File: src/rtl/bk_pkg.sv
// Shared definitions for the breakdown-test pulse generators on the 25 MHz domain.
// The timing constants keep the single-channel generator and the scheduler in agreement.
package bk_pkg;

   localparam int unsigned BK_PULSE_CYC = 875;     // 35 us at 25 MHz
   localparam int unsigned BK_SLOT_CYC  = 250000;  // 10 ms at 25 MHz

   typedef enum logic [1:0] {
      BK_IDLE  = 2'd0,
      BK_PULSE = 2'd1,
      BK_GAP   = 2'd2
   } bk_state_e;

endpackage : bk_pkg

File: src/rtl/bk_rr_next.sv
// Round-robin successor: the next enabled channel above cur_i, or the lowest enabled
// channel with wrap set when none is above. An empty mask returns channel 0 with wrap set.
module bk_rr_next #(
   parameter int unsigned CH_NUM = 4
) (
   input  logic [CH_NUM-1:0]         mask_i,
   input  logic [$clog2(CH_NUM)-1:0] cur_i,
   output logic [$clog2(CH_NUM)-1:0] nxt_ch_c_o,
   output logic                      wrap_c_o
);
   localparam int unsigned CH_W = $clog2(CH_NUM);

   always_comb begin
      nxt_ch_c_o = '0;
      wrap_c_o   = 1'b1;
      // Downward scan so the lowest qualifying channel is the last one written.
      for (int i = int'(CH_NUM) - 1; i >= 0; i--) begin
         if (mask_i[i] && (CH_W'(i) > cur_i)) begin
            nxt_ch_c_o = CH_W'(i);
            wrap_c_o   = 1'b0;
         end
      end
      if (wrap_c_o) begin
         for (int i = int'(CH_NUM) - 1; i >= 0; i--) begin
            if (mask_i[i]) nxt_ch_c_o = CH_W'(i);
         end
      end
   end

endmodule : bk_rr_next

File: src/rtl/bk_test_sched.sv
// Multi-channel breakdown-test pulse scheduler: one pulse per slot, round-robin over the
// latched channel mask, with sticky per-channel no-response faults.
module bk_test_sched
   import bk_pkg::*;
#(
   parameter int unsigned CH_NUM    = 4,
   parameter int unsigned PULSE_CYC = BK_PULSE_CYC,
   parameter int unsigned SLOT_CYC  = BK_SLOT_CYC,
   parameter int unsigned CNT_W     = 18
) (
   input  logic                      i_clk_25m,
   input  logic                      i_rst_n,
   input  logic                      i_start,
   input  logic                      i_stop,
   input  logic                      i_continuous,
   input  logic [CH_NUM-1:0]         i_ch_en,
   input  logic [CH_NUM-1:0]         i_resp,
   input  logic                      i_fault_clr,
   output logic [CH_NUM-1:0]         o_bk_pulse,
   output logic [$clog2(CH_NUM)-1:0] o_cur_ch,
   output logic                      o_busy,
   output logic                      o_round_done,
   output logic [CH_NUM-1:0]         o_fault
);
   localparam int unsigned CH_W      = $clog2(CH_NUM);
   localparam logic [CNT_W-1:0] PULSE_LAST = CNT_W'(PULSE_CYC - 1);
   localparam logic [CNT_W-1:0] SLOT_LAST  = CNT_W'(SLOT_CYC - 1);

   bk_state_e         state_q, state_d;
   logic [CNT_W-1:0]  cnt_q, cnt_d;
   logic [CH_NUM-1:0] mask_q, mask_d;
   logic [CH_W-1:0]   cur_q, cur_d;
   logic [CH_NUM-1:0] pulse_q, pulse_d;
   logic              busy_q, busy_d;
   logic              done_q, done_d;
   logic [CH_NUM-1:0] fault_q, fault_d;
   logic              seen_q, seen_d;

   logic [CH_W-1:0]   rr_nxt;
   logic              rr_wrap;
   logic [CH_W-1:0]   first_ch;
   logic              resp_cur;

   bk_rr_next #(.CH_NUM(CH_NUM)) u_rr_next (
      .mask_i     (mask_q),
      .cur_i      (cur_q),
      .nxt_ch_c_o (rr_nxt),
      .wrap_c_o   (rr_wrap)
   );

   // Lowest enabled channel of the live mask, used at every round latch.
   always_comb begin
      first_ch = '0;
      for (int i = int'(CH_NUM) - 1; i >= 0; i--) begin
         if (i_ch_en[i]) first_ch = CH_W'(i);
      end
   end

   assign resp_cur = i_resp[cur_q];

   always_ff @(posedge i_clk_25m) begin
      if (!i_rst_n) begin
         state_q <= BK_IDLE;
         cnt_q   <= '0;
         mask_q  <= '0;
         cur_q   <= '0;
         pulse_q <= '0;
         busy_q  <= 1'b0;
         done_q  <= 1'b0;
         fault_q <= '0;
         seen_q  <= 1'b0;
      end else begin
         state_q <= state_d;
         cnt_q   <= cnt_d;
         mask_q  <= mask_d;
         cur_q   <= cur_d;
         pulse_q <= pulse_d;
         busy_q  <= busy_d;
         done_q  <= done_d;
         fault_q <= fault_d;
         seen_q  <= seen_d;
      end
   end

   // Next-state and registered-output logic; a fault set is written after the clear.
   always_comb begin
      state_d = state_q;
      cnt_d   = cnt_q;
      mask_d  = mask_q;
      cur_d   = cur_q;
      pulse_d = pulse_q;
      busy_d  = busy_q;
      done_d  = 1'b0;
      fault_d = fault_q & ~{CH_NUM{i_fault_clr}};
      seen_d  = seen_q;

      if (i_stop) begin
         state_d = BK_IDLE;
         cnt_d   = '0;
         pulse_d = '0;
         busy_d  = 1'b0;
         seen_d  = 1'b0;
      end else begin
         unique case (state_q)
            BK_IDLE: begin
               if (i_start && (i_ch_en != '0)) begin
                  mask_d  = i_ch_en;
                  cur_d   = first_ch;
                  state_d = BK_PULSE;
                  cnt_d   = '0;
                  pulse_d = CH_NUM'(1) << first_ch;
                  busy_d  = 1'b1;
                  seen_d  = 1'b0;
               end
            end
            BK_PULSE: begin
               cnt_d = cnt_q + CNT_W'(1);
               if (resp_cur) seen_d = 1'b1;
               if (cnt_q == PULSE_LAST) begin
                  state_d = BK_GAP;
                  pulse_d = '0;
                  if (!(seen_q || resp_cur)) fault_d[cur_q] = 1'b1;
               end
            end
            BK_GAP: begin
               if (cnt_q != SLOT_LAST) begin
                  cnt_d = cnt_q + CNT_W'(1);
               end else if (!rr_wrap) begin
                  cur_d   = rr_nxt;
                  state_d = BK_PULSE;
                  cnt_d   = '0;
                  pulse_d = CH_NUM'(1) << rr_nxt;
                  seen_d  = 1'b0;
               end else begin
                  done_d = 1'b1;
                  cnt_d  = '0;
                  seen_d = 1'b0;
                  if (i_continuous && (i_ch_en != '0)) begin
                     mask_d  = i_ch_en;
                     cur_d   = first_ch;
                     state_d = BK_PULSE;
                     pulse_d = CH_NUM'(1) << first_ch;
                  end else begin
                     state_d = BK_IDLE;
                     busy_d  = 1'b0;
                  end
               end
            end
            default: begin
               state_d = BK_IDLE;
               cnt_d   = '0;
               pulse_d = '0;
               busy_d  = 1'b0;
            end
         endcase
      end
   end

   assign o_bk_pulse   = pulse_q;
   assign o_cur_ch     = cur_q;
   assign o_busy       = busy_q;
   assign o_round_done = done_q;
   assign o_fault      = fault_q;

endmodule : bk_test_sched

File: config.mk
export PLATFORM = sky130hd
export DESIGN_NAME = bk_test_sched
export DESIGN_NICKNAME = d
export VERILOG_FILES = /design/src/rtl/bk_pkg.sv /design/src/rtl/bk_rr_next.sv /design/src/rtl/bk_test_sched.sv
export SDC_FILE = /design/constraint.sdc
export NUM_CORES = 1
export LEC_CHECK = 0
export CORE_MARGIN = 5
export CORE_UTILIZATION = 35
export CTS_CLUSTER_SIZE = 40
export DETAILED_ROUTE_END_ITERATION = 12
export PLACE_DENSITY_LB_ADDON = 0.25
export SYNTH_ARGS = -nofsm -noshare
export SYNTH_HDL_FRONTEND = slang
export SYNTH_SLANG_ARGS = --single-unit
File: constraint.sdc
create_clock -name i_clk_25m -period 4.9 [get_ports i_clk_25m]
set_input_delay 0.49 -clock i_clk_25m [delete_from_list [all_inputs] [get_ports i_clk_25m]]
set_output_delay 0.49 -clock i_clk_25m [all_outputs]
set_load 0.005 [all_outputs]
==> summary.md, run 1 <==
| Metric | Value |
|---|---|
| Fin crit period | `2.489 ns` |
| GRT overflow | `0` |
| Synth async-reset ratio | `0%` |
| Drt wl/cell | `15.42 um` |
| Avg Inst Size Synth | `8.537 um2` |
| Worst Hold Class | `reg -> reg` |
| Wire length on met2 | `2.479 mm` |
| Syn nets | `275` |
| RD Place Congestion | `0.8634` |
| Cell-by-cell listing of the critical path | `clkdlybuf4s50_1 > o41ai_1 > a21oi_1 > and3_1 > a41oi_1 > nor3_1` |
| Total CTS buffers | `5` |
| Area fraction of the dominant cell type after synthesis | `33.24%` |
| WP data arrival | `2.64 ns` |
| Metal1 wirelength | `2.656 mm` |
| Drc violations | `0` |
| Skew-Pair Late Insertion Delay | `0.30 ns` |
| Die area | `0.007869 mm2` |
| Port Buffer Count | `25` |
| Total clock sinks | `36` |
| Share of layout cells above drive strength 1 | `8.633%` |
| Period utilisation layout | `50.79%` |
| Final setup vio count | `0` |
| Setup bufs post-CTS | `0` |
| Post-CTS sizing | `0` |
| Antenna violations before repair | `0` |
| Tot GR Track Use | `14.75%` |
| Relative slew margins | `37.53%` |
| Met3 WL | `197 um` |
| Cells after Synth | `254` |
| FMAX | `401.8 MHz` |
| Row count | `28` |
| Unrepaired setup endpoints after global routing | `no` |
| Layout Nets | `298` |
| DR pass1 iterations | `4` |
| WS Path Type | `in -> reg` |
| Final Hold Vio Count | `0` |
| CTS clk-pin slew, worst paths | `0.08 ns` |
| DP HPWL | `4.025 mm` |
| Ys flop type | `dfxtp_1` |
| Layout overhead on the synthesized area | `18.46%` |
| Setup Total Neg Slack | `0 ns` |
| Core ar. | `0.005956 mm2` |
| Number of max-cap violations | `0` |
| Die Span Y | `88.71 um` |
| Worst clock skew | `0.01557 ns` |
| Initial Util | `36.41%` |
| Clock root cell | `clkbuf_8` |
| CTS Hold Buffers Added | `0` |
| Vias in the first global route | `1833` |
| Worst-margin pin slew | `0.9315 ns` |
| DR vias/cell | `5.462` |
| PwrDens | `252.7 mW/mm2` |
| Most common cell after layout, fill and taps aside | `dfxtp_1` |
| Most frequent cells in the layout | `dfxtp_1, nor2_1, nand2_1, clkdlybuf4s50_1, a21oi_1` |
| Uppermost routed layer | `met4` |
| Largest net degree at the start of global routing | `17` |
| Slew Viols, Final | `0` |
| Die Width | `88.71 um` |
| Worst path slowest cell | `o41ai_1` |
| CP Max Fanout | `7` |
| VDD IR-drop max | `0.0001063 V` |
| CTS tree | `done` |
| LEAKAGE | `0.8869 nW` |
| Global-route wire length before repair | `8.921 mm` |
| Synth Cell Area | `0.002168 mm2` |
| WP data required | `5.05 ns` |
| Antenna diode count | `0` |
| Synth top area cells | `dfxtp_1, nor2_1, nand2_1` |
| Io pins | `26` |
| Vias | `1928` |
| Largest area contributor in the synthesized netlist | `dfxtp_1` |
| Yosys reg bits | `36` |
| Run status | `finished, final reports clean` |
| R2R setup slack | `2.51 ns` |
| Delay of the slowest critical-path stage | `0.74 ns` |
| Synth cell types | `60` |
| Sequential element share of the synthesized area | `33.24%` |
| Post-route ant nets | `0` |
| DR iter-0 viols | `133` |
| Final wirelength | `5.442 mm` |
| CP Capture Type | `register` |
| Critical Path Source Type | `input port` |
| Post-synth EDFFs | `0` |
| Clock tree buffer depth | `2` |
| Yosys warns | `0` |
| Total Power | `0.6491 mW` |
| CTS H-tree lvls | `2` |
layout make-up:
type                    count  area [um2]
repair buffers             25       250.2
clock inverters             2       35.03
inverters                   8       30.03
flip-flops and latches     36       720.7
well taps                  75       93.84
multi-input cells         201        1366
fillers                   607        3387
clock buffers               6       72.57
synthesized netlist by cell type, drive strengths merged (6+ instances only):
| library cell | number |
|---|---|
| dfxtp | 36 |
| nor2 | 26 |
| nand2 | 25 |
| o21ai | 11 |
| a21oi | 10 |
| nand3 | 9 |
| inv | 8 |
| nor2b | 8 |
| xor2 | 8 |
| and3 | 7 |
| ha | 7 |
| a31oi | 6 |
| mux2i | 6 |
metal layers:
| metal | global-route usage, % | vias up |
|---|---|---|
| met5 | 0 | - |
| met3 | 2.980 | 9 |
| li1 | - | 969 |
| met2 | 22.40 | 41 |
| met1 | 20.02 | 909 |
| met4 | 6.731 | 0 |
per-stage QoR:
stage	hold slack (ns)	area [um2]	worst slack [ns]	instances	util [%]
after floorplan	0.4416	2168	2.934	254	-
after global placement	0.4520	2461	2.135	345	41.32
after detailed placement	0.4573	2461	2.097	345	41.32
after CTS	0.4691	2569	2.395	353	43.13
after global routing	0.4952	2569	2.263	353	43.13
final	0.4617	2569	2.411	353	43.13
critical path: cells and delay by family:
kind / cells / cell delay (ns)
buffers and inverters: 1 / 0.51
AND/OR/NAND/NOR: 2 / 0.34
AO/OA/AOI/OAI: 3 / 1.29
path summary, 6_finish.rpt:
check                             start                         end  depth (start not counted)
max reg2reg     state_q[0]$_SDFFE_PP0P_      cnt_q[13]$_SDFFE_PP0P_                          6
max                          i_ch_en[1]      cnt_q[16]$_SDFFE_PP0P_                          6
min reg2reg  o_bk_pulse[0]$_SDFFE_PP0P_  o_bk_pulse[0]$_SDFFE_PP0P_                          2
min          o_bk_pulse[0]$_SDFFE_PP0P_  o_bk_pulse[0]$_SDFFE_PP0P_                          2
power by group:
part | leakage, nW | switching (mW) | total [mW] | internal, mW
registers | 0.291 | 0.00792 | 0.306 | 0.298
logic | 0.541 | 0.0423 | 0.0806 | 0.0382
clock network | 0.0552 | 0.112 | 0.263 | 0.151
total | 0.887 | 0.162 | 0.649 | 0.487
state kept, by name, indices dropped and copies added, names as in the netlist:
register      cells
cnt_q            18
mask_q            3
o_bk_pulse        4
o_cur_ch          2
o_round_done      1
o_fault           4
seen_q            1
o_busy            1
state_q           2
cells by family after synthesis:
| kind of cell | count (synthesis) | synth area share [%] |
|---|---|---|
| flip-flops | 36 | 33.24 |
| buffers and inverters | 17 | 3.750 |
| XOR/XNOR | 13 | 5.251 |
| adder cells (fa/ha/maj) | 7 | 4.039 |
| AO/OA/AOI/OAI | 60 | 20.31 |
| multiplexers | 7 | 3.808 |
| AND/OR/NAND/NOR | 114 | 29.60 |
Power figures use the tool's default switching activity.
==> run 2, diff against run 1 <==
Clock period 4.9 ns to 2.3 ns, I/O delays scaled along.
==> summary.md, run 2 (synthesis results as in run 1) <==
| Metric | Value |
|---|---|
| Global-route wire length before repair | `9.508 mm` |
| Share of power burned in registers | `49.4%` |
| DR pass1 iterations | `4` |
| Critical Path Source Type | `register` |
| PwrDens | `485.6 mW/mm2` |
| Cell-by-cell listing of the critical path | `inv_1 > ha_1 > nand2_1 > or2b_2 > a221o_1 > o221a_2` |
| Run status | `finished, final reports clean` |
| GRT overflow | `0` |
| HP Start | `o_bk_pulse[0]$_SDFFE_PP0P_` |
| Io pins | `26` |
| Total CTS buffers | `5` |
| RD Place Congestion | `0.8511` |
| Skew-Pair Late Insertion Delay | `0.30 ns` |
| WHS Endpoint | `o_bk_pulse[0]$_SDFFE_PP0P_` |
| Period utilisation layout | `92.01%` |
| Number of max-cap violations | `0` |
| WP data arrival | `2.31 ns` |
| DR vias/cell | `5.215` |
| CP Max Fanout | `8` |
| FMAX | `472.6 MHz` |
| Tot GR Track Use | `15.53%` |
| Vias | `1940` |
| Total clock sinks | `36` |
| Post-CTS sizing | `0` |
| Worst Hold Class | `reg -> reg` |
| Combinational Power Share | `14.4%` |
| Final wirelength | `5.413 mm` |
| DR iter-0 viols | `100` |
| Fin crit period | `2.116 ns` |
| Drc violations | `0` |
| Worst clock skew | `0.007323 ns` |
| VDD IR-drop max | `0.0002045 V` |
| CTS H-tree lvls | `2` |
| Initial Util | `36.41%` |
| Die area | `0.007869 mm2` |
| Clock network power share | `36.2%` |
| CTS tree | `done` |
| P_sw | `0.3449 mW` |
| WS Path Type | `reg -> reg` |
| Vias in the first global route | `1952` |
| Worst-margin pin slew | `0.4420 ns` |
| Most frequent cells in the layout | `dfxtp_1, nor2_1, nand2_1, clkdlybuf4s50_1, buf_4` |
| FF-to-FF path depth | `6` |
| LEAKAGE | `0.9803 nW` |
| Antenna diode count | `0` |
| Share of layout cells above drive strength 1 | `14.81%` |
| Row count | `28` |
| Worst path bufs/invs | `1` |
| Antenna violations before repair | `0` |
| Top Family by Delay on Critical Path | `simple AND/OR/NAND/NOR gates` |
| Final Hold Vio Count | `0` |
| Setup Total Neg Slack | `0 ns` |
| Drt wl/cell | `14.55 um` |
| Largest register FFs | `18` |
| Worst path slowest cell | `dfxtp_1` |
| Final setup vio count | `0` |
| Largest net degree at the start of global routing | `17` |
| Worst reg2reg startpoint | `state_q[0]$_SDFFE_PP0P_` |
| CTS clk-pin slew, worst paths | `0.08 ns` |
| CP Capture Type | `register` |
| Port Buffer Count | `25` |
| DP HPWL | `4.102 mm` |
| Unrepaired setup endpoints after global routing | `no` |
| Setup bufs post-CTS | `0` |
| Layout overhead on the synthesized area | `24.70%` |
| Clock root cell | `clkbuf_8` |
| Most common cell after layout, fill and taps aside | `dfxtp_1` |
| Clock tree buffer depth | `2` |
| Die Width | `88.71 um` |
| Die Span Y | `88.71 um` |
| Post-route ant nets | `0` |
| Core ar. | `0.005956 mm2` |
| Delay of the slowest critical-path stage | `0.49 ns` |
| Internal | `0.9680 mW` |
| R2R Path End | `o_cur_ch[1]$_SDFFE_PN0P_` |
| Relative slew margins | `70.42%` |
| CTS Hold Buffers Added | `0` |
| R2R setup slack | `0.18 ns` |
| Biggest register | `cnt_q` |
| Layout Nets | `317` |
| Net Sw Frac | `26.27%` |
| WP data required | `2.49 ns` |
| WHS Path Cells | `2` |
| Total Power | `1.313 mW` |
| Slew Viols, Final | `0` |
[run 2: cell types whose count changed in the layout (fill, tap and decap cells not counted)]
cell       before  now
o21ai_2         2    1
bufinv_16       1    0
buf_4           0   19
o21ai_4         0    1
clkbuf_8        5    6
clkinv_2        1    2
clkbuf_1        1    0
[run 2: how the worst max path moves through the flow]
stage,from,to,cells past startpoint
5_1_grt,state_q[0]$_SDFFE_PP0P_,cnt_q[10]$_SDFFE_PP0P_,7
3_5_place_dp,i_ch_en[2],o_bk_pulse[3]$_SDFFE_PP0P_,6
3_3_place_gp,i_ch_en[2],o_bk_pulse[3]$_SDFFE_PP0P_,6
4_1_cts,cnt_q[10]$_SDFFE_PP0P_,cnt_q[16]$_SDFFE_PP0P_,5
2_1_floorplan,state_q[0]$_SDFFE_PP0P_,cnt_q[9]$_SDFFE_PP0P_,7
6_report,state_q[0]$_SDFFE_PP0P_,o_cur_ch[1]$_SDFFE_PN0P_,6
[run 2: layer usage]
layer / track usage [%] / routed length [um]
met1: 21.51 / 2695
met2: 23.68 / 2446
met3: 2.328 / 167
met4: 7.005 / 104
met5: 0 / 0
[run 2: worst min-delay path: cells and delay by family, from the launching register on]
kind / cells / cell delay (ns)
flops: 1 / 0.31
simple gates: 1 / 0.05
mux: 1 / 0.05
[run 2: cell type report]
| cell class | instances | area, um2 |
|---|---|---|
| repair buffers | 44 | 392.9 |
| clock inverters | 2 | 10.01 |
| well taps | 75 | 93.84 |
| fillers | 601 | 3252 |
| clock buffers | 6 | 82.58 |
| multi-input cells | 201 | 1374 |
| flip-flops and latches | 36 | 720.7 |
| inverters | 8 | 30.03 |
[run 2: power by group through the flow]
stage	clock network, mW	registers (mW)	logic [mW]
global placement	0	0.662	0.187
finish	0.476	0.648	0.189
detailed placement	0	0.662	0.187
global route	0.528	0.650	0.208
floorplan	0	0.658	0.113
CTS	0.490	0.648	0.187
[run 2: metrics by stage]
stage | hold WS (ns) | cell area, um2 | cells | worst slack [ns] | utilization, %
final | 0.4643 | 2704 | 372 | 0.1839 | 45.40
after global routing | 0.4789 | 2704 | 372 | 0.03652 | 45.40
after CTS | 0.4660 | 2696 | 372 | 0.1753 | 45.27
after detailed placement | 0.4551 | 2604 | 364 | 0.09440 | 43.72
after floorplan | 0.3721 | 2168 | 254 | 0.3345 | -
after global placement | 0.4551 | 2604 | 364 | 0.1302 | 43.72
==> patch: new RTL, flow settings as in run 1 <==
Encoding of `bk_state_e`: now one-hot (3 bits for 3 states).
--- a/src/rtl/bk_pkg.sv
+++ b/src/rtl/bk_pkg.sv
@@ -5,10 +5,10 @@
    localparam int unsigned BK_PULSE_CYC = 875;     // 35 us at 25 MHz
    localparam int unsigned BK_SLOT_CYC  = 250000;  // 10 ms at 25 MHz
 
-   typedef enum logic [1:0] {
-      BK_IDLE  = 2'd0,
-      BK_PULSE = 2'd1,
-      BK_GAP   = 2'd2
+   typedef enum logic [2:0] {
+      BK_IDLE  = 3'b001,
+      BK_PULSE = 3'b010,
+      BK_GAP   = 3'b100
    } bk_state_e;
 
 endpackage : bk_pkg
Function: no difference found for any inputs over 10 cycles, from zero or initial values and one cycle with i_rst_n low; not proved beyond that.
==> patch against run 1 <==
  * Total power fell by 3.9%
  * Cell area shrank 4.0%
  * Routed wire length decreased by 7.5%
  * Synthesized area fell by 4.9%
  * Clock power fell by 16%
  * Global-route usage down 0.68 points
  * Sequential cell count increased by 2
  * Setup slack worse by 0.50 ns
  * Critical path type unchanged
  * Largest cell class unchanged
==> patch: results (changes against run 1) <==
Wirelength per Cell=14.2 um (-7.7%); Synth Area in Compound Gates=18.6% (-1.7 points); vias=1905 (-1.2%); Synth area leaders=dfxtp_1 37%, nor2_1 6.2%, nand2_1 4.7%; Tot GR Track Use=14.1% (-0.68 points); Area Growth Syn to Fin=19.6%; met3 wire length=233 um (+18%); Cell Count, Final, Fillers Out=354 (+0.28%); Layout Nets=294 (-1.3%); VDD IR max=0.110 mV (+3.9%); first-pass GRT wire length=8370 um (-6.2%); WL met1=2520 um (-5.2%); mux contribution to synthesized area=2.55% (-1.3 points); DP Area=0.00237 mm^2 (-3.5%); Top Metal Used=met4; status=finished, final reports clean; Final Util=42.4% (-0.72 points); Met2 Wirelength=2180 um (-12%); vias in the first global route=1723 (-6.0%); FILL cells=620 (+2.1%); max incr delay on CP=0.89 ns (+0.15 ns); Detailed Route Iter0 Violations=129 (-3.0%); post-synthesis area per instance=8.12 um^2 (-4.9%); worst slack, placed=1.64 ns (-0.460 ns); pin count of the biggest net entering global routing=20 (+3); Critical Path AT=3.18 ns (+0.54 ns); Crit Path Max Fanout=19 (+12); adder-cell share of the synthesized area=1.21% (-2.8 points); top cells by count, synth=38 x dfxtp_1, 34 x nor2_1, 26 x nand2_1; RePlAce Congestion=0.864 (+0.10%); Post-DP HPWL=3750 um (-6.8%); Worst slew margin=37.7% (+0.18 points); Distinct cells, synth=52 (-13%); layout cells sized above 1=6.45% (-2.2 points); clk root buf=clkbuf_8; clock skew=0.00740 ns (-0.00817 ns); Pleak=0.768 nW (-13%); antenna violations before repair=0 (unchanged); xor-xnor portion of the synthesized cell area=7.22% (+2.0 points)
==> patch: path summary, 6_finish.rpt <==
kind	cells after the start	slack, ns	endpoint	from
worst min-delay path	2	0.46	o_fault[2]	o_fault[2]
worst max-delay path	6	1.91	cnt_q[1]	i_ch_en[1]
worst max register to register	5	2.13	state_q[2]	cnt_q[7]
worst min register to register	2	0.46	o_fault[2]	o_fault[2]
==> patch: final cells by class <==
class                      count  area share [%]
inverter                       9            1.37
clock inverter                 1           0.203
tap                           75            3.81
clock buffer                   7            3.50
timing repair buffer          27            10.8
multi-input combinational    197            49.5
sequential                    38            30.8
==> patch: power by group <==
group / internal (mW) / leakage (nW) / switching [mW]
Sequential: 0.315 / 0.308 / 0.00782
Clock: 0.113 / 0.0482 / 0.106
Combinational: 0.0367 / 0.412 / 0.0440
==> patch: routing by layer <==
metal	vias up	track usage, %
met5	-	0
met4	0	5.95
met3	11	2.95
met2	44	19.9
met1	882	20.5
li1	968	-
